===== config.mk =====
export PLATFORM = sky130hd
export DESIGN_NAME = detect_ctrl_flat
export DESIGN_NICKNAME = d
export VERILOG_FILES = /design/src/rtl/detect_pkg.sv /design/src/rtl/detect_ctrl_if.sv /design/src/rtl/frame_edge.sv /design/src/rtl/detect_ctrl.sv /design/src/flat_wrapper.sv
export SDC_FILE = /design/constraint.sdc
export NUM_CORES = 1
export LEC_CHECK = 0
export CORE_MARGIN = 4
export CORE_UTILIZATION = 30
export CTS_CLUSTER_DIAMETER = 200
export CTS_CLUSTER_SIZE = 16
export DETAILED_ROUTE_END_ITERATION = 10
export HOLD_SLACK_MARGIN = 0.15
export PLACE_DENSITY = 0.58
export SLEW_MARGIN = 20
export SYNTH_ARGS = -nofsm -noshare
export SYNTH_HDL_FRONTEND = slang
export SYNTH_SLANG_ARGS = --single-unit

===== constraint.sdc =====
create_clock -name clk -period 1.41 [get_ports clk]
set_input_delay 0.282 -clock clk [delete_from_list [all_inputs] [get_ports clk]]
set_output_delay 0.282 -clock clk [all_outputs]
set_load 0.02 [all_outputs]

===== src/rtl/detect_pkg.sv =====
// Shared types and defaults for the red-point detector frame sequencer.
package detect_pkg;

    localparam int POS_W_DEF = 13;

    typedef enum logic [2:0] {
        IDLE,
        WAIT_SOF,
        SKIP,
        ARMED,
        REPORT
    } state_e;

endpackage


===== src/rtl/detect_ctrl_if.sv =====
// Result channel from the frame sequencer to the tracking/display consumer.
interface detect_ctrl_if #(
    parameter int POS_W = detect_pkg::POS_W_DEF
) ();

    logic             o_valid;
    logic             i_ready;
    logic             o_hit;
    logic [POS_W-1:0] o_X_pos;
    logic [POS_W-1:0] o_Y_pos;

    modport master (output o_valid, o_hit, o_X_pos, o_Y_pos, input i_ready);
    modport slave  (input o_valid, o_hit, o_X_pos, o_Y_pos, output i_ready);

endinterface


===== src/rtl/frame_edge.sv =====
// Registers the CCD frame-valid level and derives its rise/fall strobes.
module frame_edge (
    input  logic clk,
    input  logic rst,
    input  logic i_frame_valid,
    output logic o_rise,
    output logic o_fall
);

    logic fv_q;

    // NOTE: state registers use non-blocking assignments so every flop samples pre-edge values.
    always_ff @(posedge clk or negedge rst) begin
        if (!rst) fv_q <= 1'b0;
        else      fv_q <= i_frame_valid;
    end

    assign o_rise = i_frame_valid & ~fv_q;
    assign o_fall = ~i_frame_valid & fv_q;

endmodule


===== src/rtl/detect_ctrl.sv =====
// Frame-level sequencer: arms the detector on selected frames, captures the first
// hit and reports one hit/miss result per armed frame, tracking consecutive misses.
module detect_ctrl
    import detect_pkg::*;
#(
    parameter int POS_W      = POS_W_DEF,
    parameter int FRAME_SKIP = 0,
    parameter int MISS_LIMIT = 4
) (
    input  logic             clk,
    input  logic             rst,
    input  logic             i_enable,
    input  logic             i_frame_valid,
    output logic             o_new_frame,
    output logic             o_end_frame,
    input  logic             i_detect,
    input  logic [POS_W-1:0] i_X_pos,
    input  logic [POS_W-1:0] i_Y_pos,
    detect_ctrl_if.master    res,
    output logic             o_lost,
    output logic [15:0]      o_frame_cnt
);

    localparam int MISS_W = $clog2(MISS_LIMIT + 1);
    localparam int SKIP_W = (FRAME_SKIP > 0) ? $clog2(FRAME_SKIP + 1) : 1;
    localparam logic [MISS_W-1:0] MISS_MAX    = MISS_W'(MISS_LIMIT);
    localparam logic [SKIP_W-1:0] SKIP_RELOAD = SKIP_W'(FRAME_SKIP);

    logic rise, fall;

    frame_edge u_frame_edge (
        .clk           (clk),
        .rst           (rst),
        .i_frame_valid (i_frame_valid),
        .o_rise        (rise),
        .o_fall        (fall)
    );

    state_e            state_q, state_d;
    logic [SKIP_W-1:0] skip_q, skip_d;
    logic [MISS_W-1:0] miss_q, miss_d;
    logic              latch_q, latch_d;
    logic [POS_W-1:0]  x_q, x_d, y_q, y_d;
    logic              nf_q, nf_d, ef_q, ef_d, valid_q, valid_d, hit_q, hit_d, lost_q, lost_d;
    logic [POS_W-1:0]  ox_q, ox_d, oy_q, oy_d;
    logic [15:0]       cnt_q, cnt_d;

    // NOTE: every always_comb output gets a default first so no path can infer a latch.
    always_comb begin
        state_d = state_q;
        skip_d  = skip_q;
        miss_d  = miss_q;
        latch_d = latch_q;
        x_d     = x_q;
        y_d     = y_q;
        nf_d    = 1'b0;
        ef_d    = 1'b0;
        valid_d = valid_q;
        hit_d   = hit_q;
        ox_d    = ox_q;
        oy_d    = oy_q;
        cnt_d   = cnt_q;

        unique case (state_q)
            IDLE: if (i_enable) state_d = WAIT_SOF;
            WAIT_SOF: begin
                if (!i_enable) begin
                    state_d = IDLE;
                end else if (rise) begin
                    if (skip_q == '0) begin
                        nf_d    = 1'b1;
                        latch_d = 1'b0;
                        state_d = ARMED;
                    end else begin
                        skip_d  = skip_q - SKIP_W'(1);
                        state_d = SKIP;
                    end
                end
            end
            SKIP: begin
                if (!i_enable) state_d = IDLE;
                else if (fall) state_d = WAIT_SOF;
            end
            ARMED: begin
                // A detect coincident with the falling edge still belongs to this frame.
                if (i_detect && !latch_q) begin
                    latch_d = 1'b1;
                    x_d     = i_X_pos;
                    y_d     = i_Y_pos;
                end
                if (fall) begin
                    ef_d    = 1'b1;
                    cnt_d   = cnt_q + 16'd1;
                    valid_d = 1'b1;
                    hit_d   = latch_d;
                    ox_d    = latch_d ? x_d : '0;
                    oy_d    = latch_d ? y_d : '0;
                    state_d = REPORT;
                end
            end
            REPORT: begin
                if (res.i_ready) begin
                    miss_d  = hit_q ? '0 : ((miss_q == MISS_MAX) ? MISS_MAX : miss_q + MISS_W'(1));
                    skip_d  = SKIP_RELOAD;
                    valid_d = 1'b0;
                    hit_d   = 1'b0;
                    ox_d    = '0;
                    oy_d    = '0;
                    state_d = i_enable ? WAIT_SOF : IDLE;
                end
            end
            default: state_d = IDLE;
        endcase

        lost_d = (miss_d == MISS_MAX);
    end

    always_ff @(posedge clk or negedge rst) begin
        if (!rst) begin
            state_q <= IDLE;
            skip_q  <= '0;
            miss_q  <= '0;
            latch_q <= 1'b0;
            x_q     <= '0;
            y_q     <= '0;
            nf_q    <= 1'b0;
            ef_q    <= 1'b0;
            valid_q <= 1'b0;
            hit_q   <= 1'b0;
            ox_q    <= '0;
            oy_q    <= '0;
            lost_q  <= 1'b0;
            cnt_q   <= '0;
        end else begin
            state_q <= state_d;
            skip_q  <= skip_d;
            miss_q  <= miss_d;
            latch_q <= latch_d;
            x_q     <= x_d;
            y_q     <= y_d;
            nf_q    <= nf_d;
            ef_q    <= ef_d;
            valid_q <= valid_d;
            hit_q   <= hit_d;
            ox_q    <= ox_d;
            oy_q    <= oy_d;
            lost_q  <= lost_d;
            cnt_q   <= cnt_d;
        end
    end

    assign o_new_frame = nf_q;
    assign o_end_frame = ef_q;
    assign o_lost      = lost_q;
    assign o_frame_cnt = cnt_q;
    assign res.o_valid = valid_q;
    assign res.o_hit   = hit_q;
    assign res.o_X_pos = ox_q;
    assign res.o_Y_pos = oy_q;

endmodule


===== src/flat_wrapper.sv =====
// flat-port wrapper written by rule: the top's interface ports become plain ports
module detect_ctrl_flat import detect_pkg::*;
#(
    parameter int POS_W      = POS_W_DEF,
    parameter int FRAME_SKIP = 0,
    parameter int MISS_LIMIT = 4
)
  (clk, rst, i_enable, i_frame_valid, o_new_frame, o_end_frame, i_detect, i_X_pos, i_Y_pos, o_lost, o_frame_cnt, res_o_valid, res_o_hit, res_o_X_pos, res_o_Y_pos, res_i_ready);
  detect_ctrl_if #(.POS_W(POS_W)) res_i ();
  input  logic clk;
  input  logic rst;
  input  logic i_enable;
  input  logic i_frame_valid;
  output logic o_new_frame;
  output logic o_end_frame;
  input  logic i_detect;
  input  logic [POS_W-1:0] i_X_pos;
  input  logic [POS_W-1:0] i_Y_pos;
  output logic o_lost;
  output logic [15:0] o_frame_cnt;
  output wire logic [$bits(res_i.o_valid)-1:0] res_o_valid;
  output wire logic [$bits(res_i.o_hit)-1:0] res_o_hit;
  output wire logic [$bits(res_i.o_X_pos)-1:0] res_o_X_pos;
  output wire logic [$bits(res_i.o_Y_pos)-1:0] res_o_Y_pos;
  input wire logic [$bits(res_i.i_ready)-1:0] res_i_ready;
  assign res_o_valid = res_i.o_valid;
  assign res_o_hit = res_i.o_hit;
  assign res_o_X_pos = res_i.o_X_pos;
  assign res_o_Y_pos = res_i.o_Y_pos;
  assign res_i.i_ready = res_i_ready;
  detect_ctrl #(.POS_W(POS_W), .FRAME_SKIP(FRAME_SKIP), .MISS_LIMIT(MISS_LIMIT)) u_core (.clk(clk), .rst(rst), .i_enable(i_enable), .i_frame_valid(i_frame_valid), .o_new_frame(o_new_frame), .o_end_frame(o_end_frame), .i_detect(i_detect), .i_X_pos(i_X_pos), .i_Y_pos(i_Y_pos), .res(res_i), .o_lost(o_lost), .o_frame_cnt(o_frame_cnt));
endmodule

Word-level counts from Yosys, hierarchy flattened
Index checks and enable logic that the tools add are counted.

word-level totals
  memories kept = 0
  bits in read-only memories = 0
  flip-flop bits (word level) = 82
  memory bits (writable) = 0
  bits in latches = 0
  logic and storage cells = 91
  input port bits = 32
  output and inout port bits = 47

cells by class
  divide/modulo/power cells = 0
  muxes and demuxes = 44
  magnitude comparators = 0
  eq/ne operators = 14
  shifts and indexed selects = 0
  bitwise gates (word level) = 4
  multiply operators = 0
  reduce and logical (&&, ||, !) cells = 11
  $add $sub $neg = 3

operator list
  operator                 count
  $mux W13                 7
  $pmux W13 S2             2
  $mux W3                  11
  $mux W1                  19
  $add A16 B1 Y16 const B  1
  $pmux W3 S5              1
  $eq A3 B3 Y1 const B     3
  $ne A2 B2 Y1 const B     4
  $pmux W1 S2              4
  $reduce_and A4 Y1        2
  $eq A3 B2 Y1 const B     2
  $ne A3 B2 Y1 const B     2
  $reduce_bool A2 Y1       3
  $reduce_and A5 Y1        1
  $ne A2 B1 Y1 const B     2
  $add A3 B1 Y3 const B    1
  $eq A3 B1 Y1 const B     1
  $logic_not A3 Y1         1
  $reduce_and A3 Y1        1
  $and A1 B1 Y1            2
  $not A1 Y1               2
  $reduce_and A2 Y1        1
  $logic_and A1 B1 Y1      1
  $logic_not A1 Y1         1
  $sub A1 B1 Y1 const B    1

Longest topological paths before layout
Gate-level depths: netlist of run 1.

  depth in word-level cells = 7
  depth in mapped cells = 8
  mapped depth without buffers = 6

Modules after synthesis
From an unflattened synthesis of run 1, not the netlist that was laid out.

second synthesis, totals
  cell total of the unflattened synthesis = 298
  area, all modules = 3,597.2 sq um

by module, submodules not included
  module       seq. area each (sq um)  cells an instance  times used  area each (sq um)
  detect_ctrl  2,001.9                 295                1           3,557.2
  frame_edge   25.0                    3                  1           40.0

Least setup slack after synthesis of run 1
Ideal clock, no wire load.

  path type = register -> register
  start = register u_core.state_q[0]
  end = register u_core.ox_q[10] (netlist: u_core.res.o_X_pos[10])
  data required time = 1.276 ns
  path buffers = 4
  clock period less this slack = 1.546 ns
  data arrival time = 1.413 ns
  stages on the path, launching flop included = 9
  library setup time = 0.134 ns
  path slack = -0.136 ns
  cell sequence = dfrtp_1 buf_6 nor4bb_4 buf_6 o21ba_4 buf_6 buf_8 nand2_1 o21ai_1

on the way
  longest elaborated chain between the ends = 3
  elaborated cells on any way between the ends = 7
  classes of those cells = 4 x eq/ne; 1 x mux; 2 x reduce/logical

ends and longest elaborated chain
  element                                                RTL line            text
  start: declaration                                     detect_ctrl.sv:39   state_e state_q, state_d;
  start signal: assignment                               detect_ctrl.sv:135  state_q <= state_d;
  $eq A3 B2 Y1 or $eq A3 B3 Y1 (tied branches)           detect_ctrl.sv:64   unique case (state_q)
  $ne A2 B1 Y1 (no source line) (tied with other cells)  --
  $reduce_and A3 Y1 (no source line)                     --
  end signal: assignment                                 detect_ctrl.sv:130  ox_q <= '0;
  end signal: assignment                                 detect_ctrl.sv:145  ox_q <= ox_d;
  end: declaration                                       detect_ctrl.sv:45   logic [POS_W-1:0] ox_q, ox_d, oy_q, oy_d;

Parallel ways exist; a longest one is shown, timed or not.
A chain may end at the register's enable or synchronous reset.

Worst setup path in the final report of run 1
  start = register u_core.state_q[0]
  end = register u_core.ox_q[8] (netlist: u_core.res.o_X_pos[8])

The elaborated chain is that of the path after synthesis.

==> impl_metrics.ini, run 1 <==
[global_route]
grt_max_degree = 31
grt_pass1_vias = 2826
globalRouteOverflowTotal = 0
grt_pass1_wl_um = 14800
track_usage_pct = 13.3
grt_antenna_before_repair = 0

[worst_setup_path]
startpoint_type = flop
arrival_ns = 1.70
crit_required_ns = 1.63
r2r-start = u_core.state_q[0]
timing.critical_path.from = u_core.state_q[0]
worst_setup_path_end_kind = flop
crit_path_max_fanout = 7
critical_path_class = reg -> reg

[sta]
fin_worst_skew_ns = 0.00689
fin_crit_ns = 1.49
finalSetupTns_ns = -2.68
hold_violations = 0
setup_viol_count_final = 64
rsz0062_at_grt = true
fmax_ghz = 0.673
relSlewSlack_pct = 75.4
drv_slew = 0
holdWs_ns = 0.400
timing.final.crit_share_pct = 105
fin_ws_ns = -0.0762
worst_pin_slew_ns = 0.370

[clocking]
cts_tree = built
numCtsBuffers = 9
path_clk_slew_ns = 0.06
cts_root_buffer = clkbuf_16
numClockSinks = 81
cts_buffer_depth = 2
htree_levels = 3
clock_latency_ns = 0.33

[drt]
dr.pass1.iters = 4
drc = 0
drt-wirelength-per-cell_um = 15.7
num_vias = 2623
wirelength_um = 8850
via_per_inst = 4.64
drtIter0Drc = 80
ant_nets = 0

[yosys]
synth-seq-cells = 81
synth_commonest_cells = dfrtp_1, nand2_1, mux2i_1
synth_edf_count = 0
synth_top_family_by_area = multiplexers
synth_simple_gate_area_share_pct = 11.3
synthCells = 287
async_flop_share_pct = 100
ys_seq_area_share_pct = 56.4
synth_most_common_cell = dfrtp_1
avgSynthCellArea_um2 = 12.5
synth_top_area_share_pct = 56.4
synth_fp_nets = 322
muxShareOfSynthArea_pct = 15.7
synth_xor_area_share_pct = 3.66
synth_adder_area_share_pct = 1.04
yosysTopAreaCell = dfrtp_1
netlist_area_mm2 = 0.00359
synth_flop_cell = dfrtp_1
ys_top_cells_by_area = dfrtp_1, mux2i_1, mux2_1, nand2_1, o21ai_1
yosys_warnings = 0
synth_compound_area_share_pct = 7.07
ys_types = 43

[pwr]
p_leak_nw = 2.79
finalPower_mw = 7.76
peakVddDrop_v = 0.000607
power_density_mw_per_mm2 = 1380

[min_path]
worstHoldPathType = in -> async

[finish]
nFillCells = 1055
drive_gt1_share_pct = 38.2
area_growth_pct = 56.9
finish.utilization_pct = 48.7
insertedDiodeCount = 0
nets = 453

[flow_run]
cap_viol_max_count = 0

[place]
hpwl_um = 5760
gp_congestion = 0.746
portBuffers = 78
place_ws_ns = -0.397

[status]
violations = negative setup slack
run_status = finished, violations left

[floorplan]
chipHeight_um = 117
die_area_mm2 = 0.0138
fp-row-count = 39
initial_utilization_pct = 31.1
fp.dieW_um = 117
io_pins = 79
core_mm2 = 0.0116
-- logic make-up (layout without fill, tap and decap cells) --
logic type      count (synthesis)  in the layout
mux                            53             53
buf+inv                        22            157
fa+ha+maj                       3              3
compound gates                 43             43
simple gates                   70             70
xor+xnor                       15             15
flops                          81             81
-- final cells by class --
type	count	area [µm²]	area share (%)
Clock buffer	12	246	4.37
Clock inverter	3	65.1	1.15
Inverter	6	22.5	0.400
Multi-Input combinational cell	184	1700	30.2
Sequential cell	81	2040	36.2
Tap cell	143	179	3.17
Timing Repair Buffer	136	1380	24.5
-- final timing paths --
path	slack, ns	cells past startpoint	to
setup reg to reg	-0.08	6	u_core.res.o_X_pos[8]
min in group clk	0.47	1	u_core.o_frame_cnt[15]
setup / recovery	-0.08	6	u_core.res.o_X_pos[8]
hold reg to reg	0.47	1	u_core.o_frame_cnt[15]
max in group asynchronous	0.51	3	u_core.o_frame_cnt[6]
hold / removal	0.40	2	u_core.o_frame_cnt[2]
-- critical path, cell delays in order (launching register included) --
cell      delay (ns)
dfrtp_2         0.46
nor4bb_4        0.32
o21ba_4         0.22
buf_12          0.13
buf_12          0.13
nand2_2         0.06
o21ai_2         0.05
-- sequential cells by signal (all words and copies together) (netlist names), 3 cells and up --
register	flops
u_core.o_frame_cnt	16
u_core.res.o_X_pos	13
u_core.res.o_Y_pos	13
u_core.x_q	13
u_core.y_q	13
u_core.miss_q	3
u_core.state_q	3
-- per-stage QoR --
step                      std cells  cell area, µm²
final                           565            5640
after global routing            565            5640
after CTS                       559            5470
after detailed placement        529            4870
after global placement          529            4870
after floorplan                 287            3640
-- per-layer routing --
metal  wire, µm  vias up  part of all wire [%]  GRT usage (%)
met5          0        -                     0              0
met4        127        0                   1.4           4.62
met3        355       10                   4.0           3.37
met2       4390       48                    50           21.9
met1       3980     1294                    45           17.0
li1           -     1271                     -              -
-- placed cells by master, fill, tap and decap left out, types with 4 or more instances in the layout --
cell,instances
mux2_4,24
inv_1,6
dfrtp_2,10
buf_12,10
clkbuf_16,9
dlygate4sd2_1,40
xor2_1,6
clkdlybuf4s50_1,30
nand2_2,19
nand2_1,15
buf_4,37
mux2i_1,26
buf_6,7
nand3_1,7
clkdlybuf4s15_1,6
o21ai_1,16
dfrtp_1,71
xnor2_1,9
o21ai_2,11
a21oi_1,4
-- where the power goes --
part	leakage, nW	switching (mW)	internal [mW]
clock network	0.153	0.899	1.59
registers	1.03	0.371	2.90
logic	1.61	0.872	1.14
-- what timing repair did --
action | 4_1_cts | 5_1_grt
setup buffers | 11 | 8
gates resized for setup | 96 | 42
hold endpoints to repair | 22 | 0
hold buffers | 1 | 0
pin swaps | 21 | 15
setup endpoints to repair | 116 | 77
cloned | 3 | 0
(Power assumes the default switching activity.)
==> run 2, diff against run 1 <==
- REMOVE_ABC_BUFFERS: unset -> 1
==> impl_metrics.ini, run 2 (synthesis results as in run 1) <==
[status]
run_status = finished, violations left
violations = negative setup slack

[floorplan]
core_mm2 = 0.0116
io_pins = 79
die_area_mm2 = 0.0138
chipHeight_um = 117
fp.dieW_um = 117
fp-row-count = 39
initial_utilization_pct = 31.1

[pwr]
netSwitchingFraction_pct = 29.2
power_density_mw_per_mm2 = 1310
peakVddDrop_v = 0.000541
p_sw_mw = 2.31
p_leak_nw = 2.94
cellInternalPower_mw = 5.62
power_frac_comb_pct = 28.7
p_clk_share_pct = 29.7
p_seq_share_pct = 41.6

[sta]
drv_slew = 0
fin_worst_skew_ns = 0.00473
setup_viol_count_final = 68
worst_pin_slew_ns = 0.380
timing.final.crit_share_pct = 110
rsz0062_at_grt = true
fin_crit_ns = 1.55
holdWs_ns = 0.305
relSlewSlack_pct = 74.6
fin_ws_ns = -0.140
hold_violations = 0
fmax_ghz = 0.645

[clocking]
clock_latency_ns = 0.33
numCtsBuffers = 9
cts_root_buffer = clkbuf_16
path_clk_slew_ns = 0.06
cts_buffer_depth = 2
htree_levels = 3
numClockSinks = 81
cts_tree = built

[finish]
nFillCells = 1027
area_growth_pct = 68.0
insertedDiodeCount = 0
finish.utilization_pct = 52.2
nets = 473
mostFrequentLayoutCells = dfrtp_1, buf_4, dlygate4sd2_1, clkdlybuf4s50_1, mux2_4
largest_reg_flops = 16
final_common_cell = dfrtp_1
seq_area_mm2 = 0.00203
multi_input_area_mm2 = 0.00188
fin_area_mm2 = 0.00604
drive_gt1_share_pct = 46.3

[global_route]
grt_max_degree = 44
use_met2_pct = 22.9
globalRouteOverflowTotal = 0
grt_pass1_wl_um = 15800
grt_use_met3_pct = 4.38
track_usage_pct = 14.2
grt_antenna_before_repair = 0
grt_pass1_vias = 3046
grt_use_met1_pct = 18.4
grt.busiest_layer = met2

[drt]
dr.pass1.iters = 4
wirelength_um = 9750
via_per_inst = 4.70
drt-wirelength-per-cell_um = 16.6
ant_nets = 0
num_vias = 2756
drc = 0
drtIter0Drc = 155

[worst_setup_path]
cpMaxStageDelayCell = dfrtp_2
r2r-start = u_core.state_q[0]
reg2reg_depth = 8
critical_path_buf_inv_count = 4
r2r_end = u_core.res.o_Y_pos[7]
critical_path_class = reg -> reg
startpoint_type = flop
worst_setup_path_end_kind = flop
crit_required_ns = 1.63
max_stage_delay_ns = 0.43
arrival_ns = 1.77
crit_path_max_fanout = 5
crit_family = buffers and inverters
path_cells = buf_12 > nand3b_4 > buf_6 > buf_4 > o21ba_4 > clkbuf_16 > nand2_4 > o21ai_2
reg2reg_slack_ns = -0.14

[flow_run]
cap_viol_max_count = 0

[place]
post_dp_cell_area_mm2 = 0.00485
portBuffers = 78
hpwl_um = 5820
gp_congestion = 0.757
place_ws_ns = -0.423

[min_path]
worstHoldPathType = in -> async
## run 2: changes by cell type in the layout (fill, tap and decap cells not counted), sizes merged
cell,change
clkinvlp,+3
clkdlybuf4s50,-1
buf,+19
clkbuf,+5
bufinv,-1
clkinv,-1
dlygate4sd2,-3
## run 2: layout make-up
class                   instances  area share [%]
well taps                     143            2.96
clock buffers                  12            4.08
repair buffers                156            26.9
inverters                       6           0.373
flip-flops and latches         81            33.6
multi-input cells             184            31.1
clock inverters                 4           0.871
## run 2: metal layers
metal / share of wire [%] / up-vias
met5: 0 / -
met4: 0.96 / 0
met3: 4.8 / 10
met2: 49 / 66
met1: 45 / 1375
li1: - / 1305
## run 2: metrics by stage
| stage | TNS, ns | instances | power (mW) |
|---|---|---|---|
| after detailed placement | -25.46 | 537 | 5.03 |
| after global placement | -24.28 | 537 | 4.95 |
| after floorplan | -99.02 | 271 | 4.11 |
| after CTS | -5.07 | 578 | 7.72 |
| after global routing | -11.55 | 586 | 8.39 |
| final | -6.47 | 586 | 7.93 |
## run 2: power groups by stage
stage / sequential (mW) / combinational, mW / clock [mW]
finish: 3.30 / 2.28 / 2.36
global placement: 3.23 / 1.73 / 0
floorplan: 3.43 / 0.679 / 0
CTS: 3.24 / 2.06 / 2.42
detailed placement: 3.25 / 1.78 / 0
global route: 3.38 / 2.46 / 2.55
## run 2: worst max path at each step
stage,slack (ns),from,to,cells past startpoint
final,-0.14,u_core.state_q[0],u_core.res.o_Y_pos[7],8
after global routing,-0.23,u_core.o_frame_cnt[0],u_core.o_frame_cnt[12],6
after CTS,-0.15,u_core.state_q[1],u_core.o_frame_cnt[12],7
after detailed placement,-0.42,i_frame_valid,u_core.o_frame_cnt[15],6
after global placement,-0.40,i_frame_valid,u_core.o_frame_cnt[12],7
after floorplan,-2.61,u_core.latch_q,u_core.x_q[0],3
## run 2: timing repair
action	4_1_cts	5_1_grt
resized for setup	134	91
endpoints found under the hold margin	81	0
buffers inserted	19	9
pin swaps	23	39
setup endpoints to repair	116	88
gates cloned	5	2
hold buffers	1	0
## run 2: worst reg2reg max path: stages, from the launching register on
cell and delay (ns):
dfrtp_2 0.43, buf_12 0.12, nand3b_4 0.09, buf_6 0.13, buf_4 0.13, o21ba_4 0.25
clkbuf_16 0.19, nand2_4 0.06, o21ai_2 0.05
